--- src/rtl/cam_pkg.sv ---
// Shared types for the CAM round-robin cache: request opcodes, FSM states, response payload.
package cam_pkg;

  localparam int unsigned CAM_WORDS  = 8;
  localparam int unsigned CAM_BITS   = 8;
  localparam int unsigned CAM_TAG_SZ = 8;
  localparam int unsigned CAM_STAT_W = 16;
  localparam int unsigned CAM_IDX_W  = $clog2(CAM_WORDS);

  typedef enum logic [1:0] {
    OP_LOOKUP = 2'd0,
    OP_WRITE  = 2'd1,
    OP_INVAL  = 2'd2,
    OP_FLUSH  = 2'd3
  } op_e;

  typedef enum logic {
    ST_IDLE  = 1'b0,
    ST_FLUSH = 1'b1
  } state_e;

  // Response payload; widths follow the package defaults.
  typedef struct packed {
    logic                  hit;
    logic [CAM_IDX_W-1:0]  index;
    logic [CAM_BITS-1:0]   data;
  } cam_rsp_t;

endpackage

--- src/rtl/cam_rr_cache_if.sv ---
// Request/response/evict bundle for cam_rr_cache. CAM_STATS_EN adds hit_cnt/miss_cnt.
interface cam_rr_cache_if #(
  parameter int unsigned WORDS  = cam_pkg::CAM_WORDS,
  parameter int unsigned BITS   = cam_pkg::CAM_BITS,
  parameter int unsigned TAG_SZ = cam_pkg::CAM_TAG_SZ
`ifdef CAM_STATS_EN
  , parameter int unsigned STAT_W = cam_pkg::CAM_STAT_W
`endif
);
  localparam int unsigned IDX_W = $clog2(WORDS);
  localparam int unsigned CNT_W = $clog2(WORDS + 1);

  logic              req_valid;
  logic              req_ready;
  cam_pkg::op_e      req_op;
  logic [TAG_SZ-1:0] req_tag;
  logic [BITS-1:0]   req_data;
  logic              rsp_valid;
  logic              rsp_hit;
  logic [BITS-1:0]   rsp_data;
  logic [IDX_W-1:0]  rsp_index;
  logic              evict_valid;
  logic [TAG_SZ-1:0] evict_tag;
  logic [BITS-1:0]   evict_data;
  logic              full;
  logic [CNT_W-1:0]  count;
`ifdef CAM_STATS_EN
  logic [STAT_W-1:0] hit_cnt;
  logic [STAT_W-1:0] miss_cnt;
`endif

  modport master (
    output req_valid, req_op, req_tag, req_data,
    input  req_ready, rsp_valid, rsp_hit, rsp_data, rsp_index,
    input  evict_valid, evict_tag, evict_data, full, count
`ifdef CAM_STATS_EN
    , input hit_cnt, miss_cnt
`endif
  );

  modport slave (
    input  req_valid, req_op, req_tag, req_data,
    output req_ready, rsp_valid, rsp_hit, rsp_data, rsp_index,
    output evict_valid, evict_tag, evict_data, full, count
`ifdef CAM_STATS_EN
    , output hit_cnt, miss_cnt
`endif
  );

endinterface

--- src/rtl/cam_prio_enc.sv ---
// Lowest-set-bit priority encoder with an any-bit-set flag.
module cam_prio_enc #(
  parameter  int unsigned WORDS = 8,
  localparam int unsigned IDX_W = $clog2(WORDS)
) (
  input  logic [WORDS-1:0] vec,
  output logic [IDX_W-1:0] idx_c,
  output logic             any_c
);

  // Scan from the top down so the lowest set bit wins.
  always_comb begin
    idx_c = '0;
    any_c = |vec;
    for (int i = WORDS - 1; i >= 0; i--) begin
      if (vec[i]) idx_c = IDX_W'(i);
    end
  end

endmodule

--- src/rtl/cam_rr_cache.sv ---
// Fully-associative CAM cache with auto-allocation, round-robin eviction,
// invalidate-by-tag and an entry-per-cycle flush. Optional macro: CAM_STATS_EN.
module cam_rr_cache #(
  parameter int unsigned WORDS  = cam_pkg::CAM_WORDS,
  parameter int unsigned BITS   = cam_pkg::CAM_BITS,
  parameter int unsigned TAG_SZ = cam_pkg::CAM_TAG_SZ
`ifdef CAM_STATS_EN
  , parameter int unsigned STAT_W = cam_pkg::CAM_STAT_W
`endif
) (
  input logic           clk,
  input logic           rst_,
  cam_rr_cache_if.slave bus
);
  import cam_pkg::*;

  localparam int unsigned IDX_W = $clog2(WORDS);
  localparam int unsigned CNT_W = $clog2(WORDS + 1);

  logic [WORDS-1:0]  val_q;
  logic [TAG_SZ-1:0] tag_q  [WORDS];
  logic [BITS-1:0]   data_q [WORDS];

  state_e            state_q, state_d;
  logic [IDX_W-1:0]  rr_q, rr_d, fidx_q, fidx_d;
  logic [CNT_W-1:0]  cnt_q, cnt_d;
  logic              ready_q, ready_d;
  cam_rsp_t          rsp_q, rsp_d;
  logic              rsp_valid_q, rsp_valid_d;
  logic              evict_valid_q, evict_valid_d;
  logic [TAG_SZ-1:0] evict_tag_q, evict_tag_d;
  logic [BITS-1:0]   evict_data_q, evict_data_d;
`ifdef CAM_STATS_EN
  logic [STAT_W-1:0] hit_cnt_q, hit_cnt_d, miss_cnt_q, miss_cnt_d;
`endif

  logic              wr_en, clr_en;
  logic [IDX_W-1:0]  wr_idx, clr_idx;
  logic [WORDS-1:0]  match_c;
  logic [IDX_W-1:0]  hit_idx_c, free_idx_c;
  logic              hit_c, free_c;
  logic              accept_c;

  // Tag compare against every valid entry.
  always_comb begin
    for (int i = 0; i < WORDS; i++) match_c[i] = val_q[i] && (tag_q[i] == bus.req_tag);
  end

  cam_prio_enc #(.WORDS(WORDS)) u_match_enc (.vec(match_c), .idx_c(hit_idx_c), .any_c(hit_c));
  cam_prio_enc #(.WORDS(WORDS)) u_free_enc  (.vec(~val_q),  .idx_c(free_idx_c), .any_c(free_c));

  assign accept_c = bus.req_valid && ready_q;

  // State register plus all registered outputs.
  always_ff @(posedge clk or negedge rst_) begin
    if (!rst_) begin
      state_q       <= ST_IDLE;
      rr_q          <= '0;
      fidx_q        <= '0;
      cnt_q         <= '0;
      ready_q       <= 1'b0;
      rsp_q         <= '0;
      rsp_valid_q   <= 1'b0;
      evict_valid_q <= 1'b0;
      evict_tag_q   <= '0;
      evict_data_q  <= '0;
`ifdef CAM_STATS_EN
      hit_cnt_q     <= '0;
      miss_cnt_q    <= '0;
`endif
    end else begin
      state_q       <= state_d;
      rr_q          <= rr_d;
      fidx_q        <= fidx_d;
      cnt_q         <= cnt_d;
      ready_q       <= ready_d;
      rsp_q         <= rsp_d;
      rsp_valid_q   <= rsp_valid_d;
      evict_valid_q <= evict_valid_d;
      evict_tag_q   <= evict_tag_d;
      evict_data_q  <= evict_data_d;
`ifdef CAM_STATS_EN
      hit_cnt_q     <= hit_cnt_d;
      miss_cnt_q    <= miss_cnt_d;
`endif
    end
  end

  // Next-state, storage controls and response payload.
  always_comb begin
    state_d       = state_q;
    rr_d          = rr_q;
    fidx_d        = fidx_q;
    cnt_d         = cnt_q;
    rsp_d         = '0;
    rsp_valid_d   = 1'b0;
    evict_valid_d = 1'b0;
    evict_tag_d   = '0;
    evict_data_d  = '0;
    wr_en         = 1'b0;
    wr_idx        = '0;
    clr_en        = 1'b0;
    clr_idx       = '0;
`ifdef CAM_STATS_EN
    hit_cnt_d     = hit_cnt_q;
    miss_cnt_d    = miss_cnt_q;
`endif
    case (state_q)
      ST_IDLE: begin
        if (accept_c) begin
          case (bus.req_op)
            OP_LOOKUP: begin
              rsp_valid_d = 1'b1;
              if (hit_c) begin
                rsp_d.hit   = 1'b1;
                rsp_d.index = CAM_IDX_W'(hit_idx_c);
                rsp_d.data  = CAM_BITS'(data_q[hit_idx_c]);
              end
`ifdef CAM_STATS_EN
              if (hit_c && (hit_cnt_q != '1))   hit_cnt_d  = hit_cnt_q + STAT_W'(1);
              if (!hit_c && (miss_cnt_q != '1)) miss_cnt_d = miss_cnt_q + STAT_W'(1);
`endif
            end
            OP_WRITE: begin
              rsp_valid_d = 1'b1;
              wr_en       = 1'b1;
              if (hit_c) begin
                wr_idx      = hit_idx_c;
                rsp_d.hit   = 1'b1;
                rsp_d.index = CAM_IDX_W'(hit_idx_c);
              end else if (free_c) begin
                wr_idx      = free_idx_c;
                cnt_d       = cnt_q + CNT_W'(1);
                rsp_d.index = CAM_IDX_W'(free_idx_c);
              end else begin
                // Full miss: displace the round-robin victim.
                wr_idx        = rr_q;
                rsp_d.index   = CAM_IDX_W'(rr_q);
                evict_valid_d = 1'b1;
                evict_tag_d   = tag_q[rr_q];
                evict_data_d  = data_q[rr_q];
                rr_d          = (rr_q == IDX_W'(WORDS - 1)) ? '0 : rr_q + IDX_W'(1);
              end
            end
            OP_INVAL: begin
              rsp_valid_d = 1'b1;
              if (hit_c) begin
                clr_en      = 1'b1;
                clr_idx     = hit_idx_c;
                cnt_d       = cnt_q - CNT_W'(1);
                rsp_d.hit   = 1'b1;
                rsp_d.index = CAM_IDX_W'(hit_idx_c);
              end
            end
            OP_FLUSH: begin
              state_d = ST_FLUSH;
              fidx_d  = '0;
            end
            default: ;
          endcase
        end
      end
      ST_FLUSH: begin
        clr_en  = 1'b1;
        clr_idx = fidx_q;
        if (val_q[fidx_q]) cnt_d = cnt_q - CNT_W'(1);
        if (fidx_q == IDX_W'(WORDS - 1)) begin
          state_d     = ST_IDLE;
          rsp_valid_d = 1'b1;
          rr_d        = '0;
          fidx_d      = '0;
`ifdef CAM_STATS_EN
          hit_cnt_d   = '0;
          miss_cnt_d  = '0;
`endif
        end else begin
          fidx_d = fidx_q + IDX_W'(1);
        end
      end
      default: state_d = ST_IDLE;
    endcase
    ready_d = (state_d == ST_IDLE);
  end

  // Entry storage: allocate/overwrite on write, clear on invalidate or flush.
  always_ff @(posedge clk or negedge rst_) begin
    if (!rst_) begin
      val_q <= '0;
      for (int i = 0; i < WORDS; i++) begin
        tag_q[i]  <= '0;
        data_q[i] <= '0;
      end
    end else begin
      if (wr_en) begin
        val_q[wr_idx]  <= 1'b1;
        tag_q[wr_idx]  <= bus.req_tag;
        data_q[wr_idx] <= bus.req_data;
      end
      if (clr_en) begin
        val_q[clr_idx]  <= 1'b0;
        tag_q[clr_idx]  <= '0;
        data_q[clr_idx] <= '0;
      end
    end
  end

  assign bus.req_ready   = ready_q;
  assign bus.rsp_valid   = rsp_valid_q;
  assign bus.rsp_hit     = rsp_q.hit;
  assign bus.rsp_data    = BITS'(rsp_q.data);
  assign bus.rsp_index   = IDX_W'(rsp_q.index);
  assign bus.evict_valid = evict_valid_q;
  assign bus.evict_tag   = evict_tag_q;
  assign bus.evict_data  = evict_data_q;
  assign bus.full        = (cnt_q == CNT_W'(WORDS));
  assign bus.count       = cnt_q;
`ifdef CAM_STATS_EN
  assign bus.hit_cnt     = hit_cnt_q;
  assign bus.miss_cnt    = miss_cnt_q;
`endif

endmodule

--- src/flat_wrapper.sv ---
// flat-port wrapper written by rule: the top's interface ports become plain ports
module cam_rr_cache_flat import cam_pkg::*;
#(
  parameter int unsigned WORDS  = cam_pkg::CAM_WORDS,
  parameter int unsigned BITS   = cam_pkg::CAM_BITS,
  parameter int unsigned TAG_SZ = cam_pkg::CAM_TAG_SZ

)
  (clk, rst_, bus_req_valid, bus_req_op, bus_req_tag, bus_req_data, bus_req_ready, bus_rsp_valid, bus_rsp_hit, bus_rsp_data, bus_rsp_index, bus_evict_valid, bus_evict_tag, bus_evict_data, bus_full, bus_count);
  cam_rr_cache_if #(.WORDS(WORDS), .BITS(BITS), .TAG_SZ(TAG_SZ)) bus_i ();
  input logic clk;
  input logic rst_;
  input wire logic [$bits(bus_i.req_valid)-1:0] bus_req_valid;
  input wire logic [$bits(bus_i.req_op)-1:0] bus_req_op;
  input wire logic [$bits(bus_i.req_tag)-1:0] bus_req_tag;
  input wire logic [$bits(bus_i.req_data)-1:0] bus_req_data;
  output wire logic [$bits(bus_i.req_ready)-1:0] bus_req_ready;
  output wire logic [$bits(bus_i.rsp_valid)-1:0] bus_rsp_valid;
  output wire logic [$bits(bus_i.rsp_hit)-1:0] bus_rsp_hit;
  output wire logic [$bits(bus_i.rsp_data)-1:0] bus_rsp_data;
  output wire logic [$bits(bus_i.rsp_index)-1:0] bus_rsp_index;
  output wire logic [$bits(bus_i.evict_valid)-1:0] bus_evict_valid;
  output wire logic [$bits(bus_i.evict_tag)-1:0] bus_evict_tag;
  output wire logic [$bits(bus_i.evict_data)-1:0] bus_evict_data;
  output wire logic [$bits(bus_i.full)-1:0] bus_full;
  output wire logic [$bits(bus_i.count)-1:0] bus_count;
  assign bus_i.req_valid = bus_req_valid;
  assign bus_i.req_op = bus_req_op;
  assign bus_i.req_tag = bus_req_tag;
  assign bus_i.req_data = bus_req_data;
  assign bus_req_ready = bus_i.req_ready;
  assign bus_rsp_valid = bus_i.rsp_valid;
  assign bus_rsp_hit = bus_i.rsp_hit;
  assign bus_rsp_data = bus_i.rsp_data;
  assign bus_rsp_index = bus_i.rsp_index;
  assign bus_evict_valid = bus_i.evict_valid;
  assign bus_evict_tag = bus_i.evict_tag;
  assign bus_evict_data = bus_i.evict_data;
  assign bus_full = bus_i.full;
  assign bus_count = bus_i.count;
  cam_rr_cache #(.WORDS(WORDS), .BITS(BITS), .TAG_SZ(TAG_SZ)) u_core (.clk(clk), .rst_(rst_), .bus(bus_i));
endmodule
--- config.mk ---
export PLATFORM = sky130hd
export DESIGN_NAME = cam_rr_cache_flat
export DESIGN_NICKNAME = d
export VERILOG_FILES = /design/src/rtl/cam_pkg.sv /design/src/rtl/cam_rr_cache_if.sv /design/src/rtl/cam_prio_enc.sv /design/src/rtl/cam_rr_cache.sv /design/src/flat_wrapper.sv
export SDC_FILE = /design/constraint.sdc
export NUM_CORES = 1
export LEC_CHECK = 0
export ABC_AREA = 1
export CORE_MARGIN = 3
export CORE_UTILIZATION = 45
export CTS_CLUSTER_DIAMETER = 200
export DETAILED_ROUTE_END_ITERATION = 12
export GPL_ROUTABILITY_DRIVEN = 0
export GPL_TIMING_DRIVEN = 0
export HOLD_SLACK_MARGIN = 0.02
export PLACE_DENSITY = 0.74
export SLEW_MARGIN = 10
export SYNTH_ARGS = -nofsm -noshare
export SYNTH_HDL_FRONTEND = slang
export SYNTH_SLANG_ARGS = --single-unit
--- constraint.sdc ---
create_clock -name clk -period 3.84 [get_ports clk]
set_clock_uncertainty 0.2 [all_clocks]
set_input_delay 0.384 -clock clk [delete_from_list [all_inputs] [get_ports clk]]
set_output_delay 0.384 -clock clk [all_outputs]
set_load 0.02 [all_outputs]
==> results of run 1 <==
==> flip-flops by register name (all words and copies together) (netlist names) <==
name / flops
u_core.rr_q: 3
u_core.bus.req_ready: 1
u_core.bus.evict_data: 8
u_core.bus.rsp_data: 8
u_core.state_q: 1
u_core.tag_q: 64
u_core.fidx_q: 3
u_core.bus.rsp_index: 3
u_core.bus.evict_tag: 8
u_core.bus.count: 4
u_core.bus.evict_valid: 1
u_core.val_q: 8
u_core.bus.rsp_valid: 1
u_core.data_q: 64
u_core.bus.rsp_hit: 1
==> area by class of cell <==
cell class                      instances  area [um2]
Sequential cell                       178        4454
Multi-Input combinational cell       1105        5344
Timing Repair Buffer                   55       573.1
Clock buffer                           19       432.9
Fill cell                            2185       10770
Tap cell                              313       391.6
Inverter                              139       521.8
Clock inverter                         11       107.6
Buffer                                 85       456.7
==> power by group through the flow <==
stage	combinational, uW	sequential (uW)	clock [uW]
2_1_floorplan	1350	2370	0
3_3_place_gp	1910	2400	0
3_5_place_dp	1960	2410	0
4_1_cts	1980	2370	1680
5_1_grt	2240	2420	1770
6_report	2010	2380	1680
==> critical path, stage by stage <==
cell             delay (ns)
clkdlybuf4s50_1        0.56
inv_2                  0.27
nand2_1                0.10
nand4_1                0.10
nor2_1                 0.06
nand3_1                0.17
nand2_1                0.12
nor2_4                 0.24
inv_1                  0.13
nor2_1                 0.76
inv_1                  0.35
nand3_1                0.18
nand2_1                0.11
nor2_1                 0.12
==> per-layer routing <==
| metal | vias to the layer above | wire length (um) | track usage |
|---|---|---|---|
| li1 | 5008 | - | - |
| met5 | - | 0 | 0 |
| met4 | 0 | 1365 | 0.1169 |
| met1 | 5008 | 13900 | 0.3612 |
| met3 | 111 | 3709 | 0.05649 |
| met2 | 596 | 16110 | 0.4349 |
==> synthesized netlist by cell type (19+ instances only) <==
| cell type | n | area [um2] |
|---|---|---|
| nand3_1 | 99 | 495.5 |
| inv_1 | 122 | 457.9 |
| nand2_1 | 390 | 1464 |
| buf_4 | 19 | 142.6 |
| nor3_1 | 19 | 95.09 |
| o211ai_1 | 58 | 435.4 |
| dfrtp_1 | 178 | 4454 |
| nor2_1 | 237 | 889.6 |
| buf_2 | 21 | 105.1 |
| a21oi_1 | 68 | 340.3 |
| nand3b_1 | 25 | 187.7 |
| o21ai_0 | 90 | 450.4 |
| clkbuf_1 | 38 | 142.6 |
==> per-stage QoR <==
stage	TNS, ns	utilization	setup slack, ns
floorplan	0	-	1.309
global placement	-936.74	0.5075	-5.284
detailed placement	0	0.5089	0.1325
CTS	0	0.5328	0.5458
global route	0	0.5328	0.2911
finish	0	0.5328	0.3507
==> kinds of logic (layout without fill, tap and decap cells) <==
kind of cell	count (synthesis)	count (layout)	synth area share
buffers and inverters	224	309	0.09079
xor gates and xnor gates	18	18	0.01463
AOI/OAI and AO/OA	246	246	0.1317
DFF	178	178	0.4133
adders and majority gates	10	10	0.01161
and+or+nand+nor	831	831	0.3380
==> how the worst max path moves through the flow <==
stage	end	slack, ns	depth (start not counted)
floorplan	u_core.val_q[2]	1.31	16
global placement	u_core.data_q[40]	-5.28	1
detailed placement	u_core.bus.rsp_data[5]	0.13	14
CTS	u_core.bus.rsp_data[5]	0.55	14
global route	u_core.bus.rsp_data[4]	0.29	14
finish	u_core.bus.rsp_data[7]	0.35	14
==> what timing repair did <==
action	4_1_cts	5_1_grt
hold buffers	1	0
hold endpoints to repair	71	0
endpoints found under the setup margin	0	0
==> flow_summary.json, run 1 <==
{
  "final_common_cell": "nand2_1",
  "grt_overflow": 0,
  "die_area_um2": 25840,
  "fmax_ghz": 0.2866,
  "synth_seq_cells": 178,
  "switching_share": 0.3931,
  "crit_path_end_kind": "register",
  "worst_pin_slew_ns": 0.9847,
  "relSlewSlack": 0.3411,
  "dp_hpwl_um": 26210,
  "clk_pin_slew_ns": 0.07,
  "grt_pass1_wl_um": 55840,
  "post_cts_buffers": 0,
  "finalPower_uw": 6072,
  "io_buffers": 53,
  "avgSynthCellArea_um2": 7.151,
  "antenna_left": 0,
  "syn_area_um2": 10780,
  "p_comb_frac": 0.331,
  "grt_pass1_vias": 10290,
  "finish.instance_area_um2": 12280,
  "instances_no_fill": 1905,
  "setup_viol": 0,
  "p_int_uw": 3686,
  "reg2reg_slack_ns": 0.53,
  "grt_use_total": 0.2727,
  "cts_buffer_depth": 2,
  "cts-root-buf": "clkbuf_16",
  "holdWs_ns": 0.2460,
  "ys_types": 43,
  "ys.flop_type": "dfrtp_1",
  "rsz0062_at_grt": "false",
  "h-tree-depth": 4,
  "critPathMaxFanout": 10,
  "holdCritPathClass": "input port to register",
  "dpl.cell_count": 1874,
  "wire_per_inst_um": 18.42,
  "cts-buffers-inserted": 17,
  "initial_core_util": 0.4675,
  "min_from": "bus_req_tag[6]",
  "seqPwrFrac": 0.393,
  "rr_startpoint": "u_core.val_q[2]",
  "viasPerCell": 5.629,
  "async_flop_share": 1.000,
  "worstHoldPathCells": 4,
  "io_pins": 57,
  "antenna_found_initial": 0,
  "drive_gt1_frac": 0.08417,
  "hold_path_end": "u_core.tag_q[62]",
  "first_pass_iters": 6,
  "cp-startpoint": "bus_req_tag[3]",
  "cp_data_required_time_ns": 4.01,
  "drc": 0,
  "grt_max_degree": 108,
  "leakage_uw": 0.005811,
  "die_h_um": 160.8,
  "hold_viol": 0,
  "maxCapViolCount": 0,
  "die_w_um": 160.8,
  "clk_latency_ns": 0.44,
  "fin_crit_ns": 3.489,
  "synth_nets": 1538,
  "switchingPower_uw": 2387,
  "clock_sinks": 178,
  "final_cell_mix": "nand2_1, nor2_1, dfrtp_1",
  "rr_endpoint": "u_core.bus.rsp_data[7]",
  "critical_path_class": "input port to register",
  "ctsResizeCount": 0,
  "antennaDiodeCount": 0,
  "cp.arrival_ns": 3.66,
  "slew_viol_final": 0,
  "status": "finished clean",
  "startpoint_type": "input port",
  "vias": 10720,
  "rows": 55,
  "place_area_um2": 11730,
  "timing.final.crit_share": 0.9087,
  "drt-total-wl_um": 35090,
  "tritoncts": "built",
  "core-area_um2": 23050,
  "vdd_drop_max_uv": 292.9,
  "area_growth_pct": 13.97,
  "ys_warn_count": 0,
  "p_clk_frac": 0.276,
  "drtIter0Drc": 1712,
  "syn-instance-count": 1507,
  "synth_edf_count": 0,
  "nets": 1612,
  "ys_seq_area_frac": 0.4133,
  "cellPowerDensity_nw_per_um2": 494.4,
  "reg2reg_depth": 13
}
Power figures use the tool's default switching activity.
==> run 2, diff against run 1 <==
--- a/config.mk
+++ b/config.mk
@@ -6,6 +6,8 @@
 export NUM_CORES = 1
 export LEC_CHECK = 0
 export ABC_AREA = 1
+export ABC_CLOCK_PERIOD_IN_PS = 3840
+export CORE_ASPECT_RATIO = 1.5
 export CORE_MARGIN = 3
 export CORE_UTILIZATION = 45
 export CTS_CLUSTER_DIAMETER = 200
==> run 2 against run 1 <==
Global-route usage grew 0.87 points; setup slack lost 0.077 ns; final cell count grew 0.16%; cell area grew 0.91%; utilization shrank 0.11 points; maximum frequency shrank 2.2%; routed wire length grew 3.7%; critical path type unchanged.
==> flow_summary.json, run 2 (same netlist as run 1, synthesis figures left out) <==
{
  "core-area_um2": 23310,
  "antenna_found_initial": 1,
  "hold_viol": 0,
  "io_pins": 57,
  "grt_pass1_wl_um": 56830,
  "wire_per_inst_um": 19.07,
  "finish.instance_area_um2": 12390,
  "rsz0062_at_grt": "false",
  "fillers": 2278,
  "cpMaxStageDelayCell": "nor2_1",
  "status": "finished clean",
  "final_common_cell": "nand2_1",
  "cp_data_required_time_ns": 4.02,
  "fmax_ghz": 0.2804,
  "min_from": "bus_req_tag[6]",
  "io_buffers": 53,
  "first_pass_iters": 7,
  "clk_latency_ns": 0.46,
  "slew_viol_final": 0,
  "final_util": 0.5316,
  "holdCritPathClass": "input port to register",
  "rr_startpoint": "u_core.val_q[2]",
  "nets": 1612,
  "cts_buffer_depth": 2,
  "area_growth_pct": 15.00,
  "viasPerCell": 5.689,
  "leakage_uw": 0.005854,
  "vias": 10860,
  "timing.final.crit_share": 0.9287,
  "cp.arrival_ns": 3.74,
  "antenna_left": 0,
  "vdd_drop_max_uv": 343.2,
  "drt-total-wl_um": 36390,
  "die_h_um": 195.5,
  "fin_crit_ns": 3.566,
  "reg2reg_slack_ns": 0.51,
  "cts-buffers-inserted": 17,
  "initial_core_util": 0.4623,
  "worst_pin_slew_ns": 1.034,
  "cts-root-buf": "clkbuf_16",
  "top_regs": "u_core.data_q (64), u_core.tag_q (64)",
  "dp_hpwl_um": 26670,
  "rows": 68,
  "grt_max_degree": 97,
  "final_cell_mix": "nand2_1, nor2_1, dfrtp_1",
  "clk_pin_slew_ns": 0.08,
  "grt_use_total": 0.2814,
  "die_w_um": 132.4,
  "hold_path_end": "u_core.tag_q[6]",
  "rr_endpoint": "u_core.bus.rsp_data[5]",
  "place_area_um2": 11730,
  "setup_viol": 0,
  "startpoint_type": "input port",
  "drive_gt1_frac": 0.08600,
  "finalPower_uw": 6410,
  "clock_sinks": 178,
  "crit_path_end_kind": "register",
  "drc": 0,
  "grt_overflow": 0,
  "maxCapViolCount": 0,
  "tritoncts": "built",
  "critPathMaxFanout": 10,
  "antennaDiodeCount": 0,
  "grt_pass1_vias": 10360,
  "drtIter0Drc": 1543,
  "holdWs_ns": 0.2271,
  "worstHoldPathCells": 4,
  "die_area_um2": 25880,
  "reg2reg_depth": 13,
  "slowest_delay_ns": 0.79,
  "relSlewSlack": 0.3078,
  "cellPowerDensity_nw_per_um2": 517.2,
  "h-tree-depth": 4,
  "critical_path_class": "input port to register",
  "path_cells": "clkdlybuf4s50_1, inv_2, nand2_1, nand4_1, nor2_1, nand3_1, nand2_1, nor2_4, inv_1, nor2_1, inv_1, nand3_1, nand2_1, nor2_1"
}
[run 2: changes by cell type in the layout (fill, tap and decap cells not counted), sizes merged]
cell | previous run | this run
clkinvlp | 1 | 3
clkinv | 10 | 6
clkbuf | 59 | 57
inv | 138 | 139
bufinv | 1 | 5
[run 2: worst max-delay path: cells and delay by family]
| family | cells | cell delay (ns) |
|---|---|---|
| buf+inv | 4 | 1.31 |
| simple gates | 10 | 2.05 |
[run 2: what timing repair did]
item / CTS / global route
hold endpoints to repair: 82 / 0
buffers inserted: 0 / 0
resized for setup: 0 / 0
hold buffers: 1 / 0
[run 2: stage by stage]
step	std cells	TNS [ns]	setup slack, ns
after floorplan	1507	0	1.309
after CTS	1908	0	0.4401
after detailed placement	1876	-0.05329	-0.02908
after global routing	1908	0	0.2310
final	1908	0	0.2740
after global placement	1875	-926.22	-5.223
[run 2: worst max-delay path by stage]
stage,startpoint,endpoint,depth (start not counted)
2_1_floorplan,bus_req_tag[6],u_core.val_q[2],16
5_1_grt,bus_req_tag[0],u_core.bus.rsp_data[5],14
6_report,bus_req_tag[3],u_core.bus.rsp_data[5],14
3_3_place_gp,rst_,u_core.data_q[42],1
3_5_place_dp,bus_req_tag[0],u_core.bus.rsp_data[5],14
4_1_cts,bus_req_tag[0],u_core.bus.rsp_data[5],14
[run 2: area by class of cell]
cell class | count | area (um2) | area share
inverter | 139 | 521.8 | 0.04210
sequential | 178 | 4454 | 0.3594
tap | 315 | 394.1 | 0.03180
buffer | 85 | 456.7 | 0.03685
timing repair buffer | 55 | 573.1 | 0.04624
multi-input combinational | 1105 | 5344 | 0.4312
clock buffer | 17 | 425.4 | 0.03433
clock inverter | 14 | 224.0 | 0.01807
[run 2: routing by layer]
layer	part of all wire	global-route usage
met5	0.00030	0
met4	0.082	0.2026
met3	0.076	0.04072
met2	0.48	0.4641
met1	0.36	0.3347
[run 2: power breakdown]
| group | internal [uW] | switching (uW) | total, uW |
|---|---|---|---|
| Clock | 1160 | 805 | 1970 |
| Sequential | 2150 | 253 | 2400 |
| Combinational | 640 | 1400 | 2040 |
| Total | 3950 | 2460 | 6410 |
==> run 3, diff against run 2 <==
--- a/config.mk
+++ b/config.mk
@@ -10,6 +10,7 @@
 export CORE_ASPECT_RATIO = 1.5
 export CORE_MARGIN = 3
 export CORE_UTILIZATION = 45
+export CTS_BUF_LIST = sky130_fd_sc_hd__clkbuf_2
 export CTS_CLUSTER_DIAMETER = 200
 export DETAILED_ROUTE_END_ITERATION = 12
 export GPL_ROUTABILITY_DRIVEN = 0
==> run 3 against run 2 <==
Final cell count up 0.31%; routed wire length down 0.91%; sequential power about the same; cell area down 2.2%; setup slack better by 0.23 ns; clock power down 38%; via count down 0.59%; die area unchanged; critical path type is now register to register.
==> flow_summary.json, run 3 (same netlist as run 1, synthesis figures left out) <==
{
  "status": "finished clean",
  "worst_pin_slew_ns": 0.9884,
  "io_buffers": 53,
  "cellPowerDensity_nw_per_um2": 465.7,
  "slowest_delay_ns": 0.76,
  "core-area_um2": 23310,
  "cp.arrival_ns": 3.92,
  "grt_pass1_wl_um": 56300,
  "reg2reg_slack_ns": 0.51,
  "leakage_uw": 0.005745,
  "hold_viol": 0,
  "finish.instance_area_um2": 12120,
  "top_regs": "u_core.data_q (64), u_core.tag_q (64)",
  "fin_crit_ns": 3.331,
  "viasPerCell": 5.638,
  "dp_hpwl_um": 26670,
  "cts_buffer_depth": 2,
  "die_area_um2": 25880,
  "wire_per_inst_um": 18.84,
  "place_area_um2": 11730,
  "h-tree-depth": 4,
  "crit_path_end_kind": "register",
  "path_cells": "inv_1, a21oi_1, nand2_1, nor2_1, nand3_1, nand2_1, nor2_4, inv_1, nor2_1, inv_1, nand3_1, nand2_1, nor2_1",
  "rsz0062_at_grt": "false",
  "drc": 0,
  "initial_core_util": 0.4623,
  "antenna_left": 0,
  "cts-root-buf": "clkbuf_2",
  "drive_gt1_frac": 0.08636,
  "critical_path_class": "register to register",
  "fmax_ghz": 0.3002,
  "drtIter0Drc": 1335,
  "nets": 1617,
  "vdd_drop_max_uv": 199.3,
  "reg2reg_depth": 13,
  "cpMaxStageDelayCell": "nor2_1",
  "cp_data_required_time_ns": 4.42,
  "postCtsHoldBufs": 6,
  "die_h_um": 195.5,
  "final_common_cell": "nand2_1",
  "die_w_um": 132.4,
  "grt_max_degree": 97,
  "critPathMaxFanout": 10,
  "clk_pin_slew_ns": 0.32,
  "antenna_found_initial": 2,
  "final_util": 0.5200,
  "grt_overflow": 0,
  "grt_pass1_vias": 10390,
  "fillers": 2331,
  "startpoint_type": "register",
  "maxCapViolCount": 0,
  "ctsResizeCount": 0,
  "clk_latency_ns": 0.87,
  "setup_slack_ns": 0.5088,
  "finalPower_uw": 5646,
  "vias": 10790,
  "final_cell_mix": "nand2_1, nor2_1, dfrtp_1",
  "rows": 68,
  "clock_sinks": 178,
  "dp_slack_ns": -0.02908,
  "tritoncts": "built",
  "post_cts_buffers": 0,
  "worstHoldPathCells": 4,
  "setup_viol": 0,
  "slew_viol_final": 0,
  "fin_tns_setup_ns": 0,
  "area_growth_pct": 12.49,
  "timing.final.crit_share": 0.8675,
  "cts-buffers-inserted": 17,
  "drt-total-wl_um": 36060,
  "grt_use_total": 0.2777,
  "relSlewSlack": 0.3387,
  "io_pins": 57,
  "holdCritPathClass": "input port to register",
  "first_pass_iters": 9
}
[run 3: layer usage]
| metal | track usage | wire (um) |
|---|---|---|
| met4 | 0.2096 | 3058 |
| met2 | 0.4560 | 17050 |
| met5 | 0 | 11 |
| met1 | 0.3240 | 13180 |
| met3 | 0.04588 | 2768 |
[run 3: worst max-delay path, delay by kind of cell (launching register included)]
family                 cells  cell delay, ns
AND/OR/NAND/NOR            9            1.76
AO/OA/AOI/OAI              1            0.06
flip-flops                 1            0.59
buffers and inverters      3            0.66
[run 3: final cells by class]
cell class	count	area (um2)	share of cell area
Timing Repair Buffer	60	640.6	0.05284
Antenna cell	1	2.502	0.0002064
Sequential cell	178	4454	0.3674
Buffer	85	456.7	0.03767
Inverter	139	521.8	0.04304
Multi-Input combinational cell	1105	5344	0.4408
Clock buffer	17	85.08	0.007018
Tap cell	315	394.1	0.03251
Clock inverter	14	224.0	0.01847
[run 3: final timing paths]
check,to,from
worst max-delay path,u_core.bus.rsp_data[5],u_core.val_q[2]
worst min-delay path,u_core.tag_q[7],bus_req_tag[7]
worst max register to register,u_core.bus.rsp_data[5],u_core.val_q[2]
worst min register to register,u_core.data_q[40],u_core.data_q[40]
max in group asynchronous,u_core.tag_q[56],rst_
min in group asynchronous,u_core.tag_q[25],rst_
[run 3: report_power, final]
part / internal [uW] / leakage (uW) / switching, uW
clock: 499 / 0.000169 / 717
sequential: 2150 / 0.00244 / 243
combinational: 645 / 0.00314 / 1390
[run 3: per-stage QoR]
| step | std cells | hold slack [ns] |
|---|---|---|
| floorplan | 1507 | -0.1116 |
| global placement | 1875 | 0.2951 |
| detailed placement | 1876 | 0.2190 |
| CTS | 1913 | 0.1210 |
| global route | 1914 | 0.1668 |
| finish | 1914 | 0.1423 |
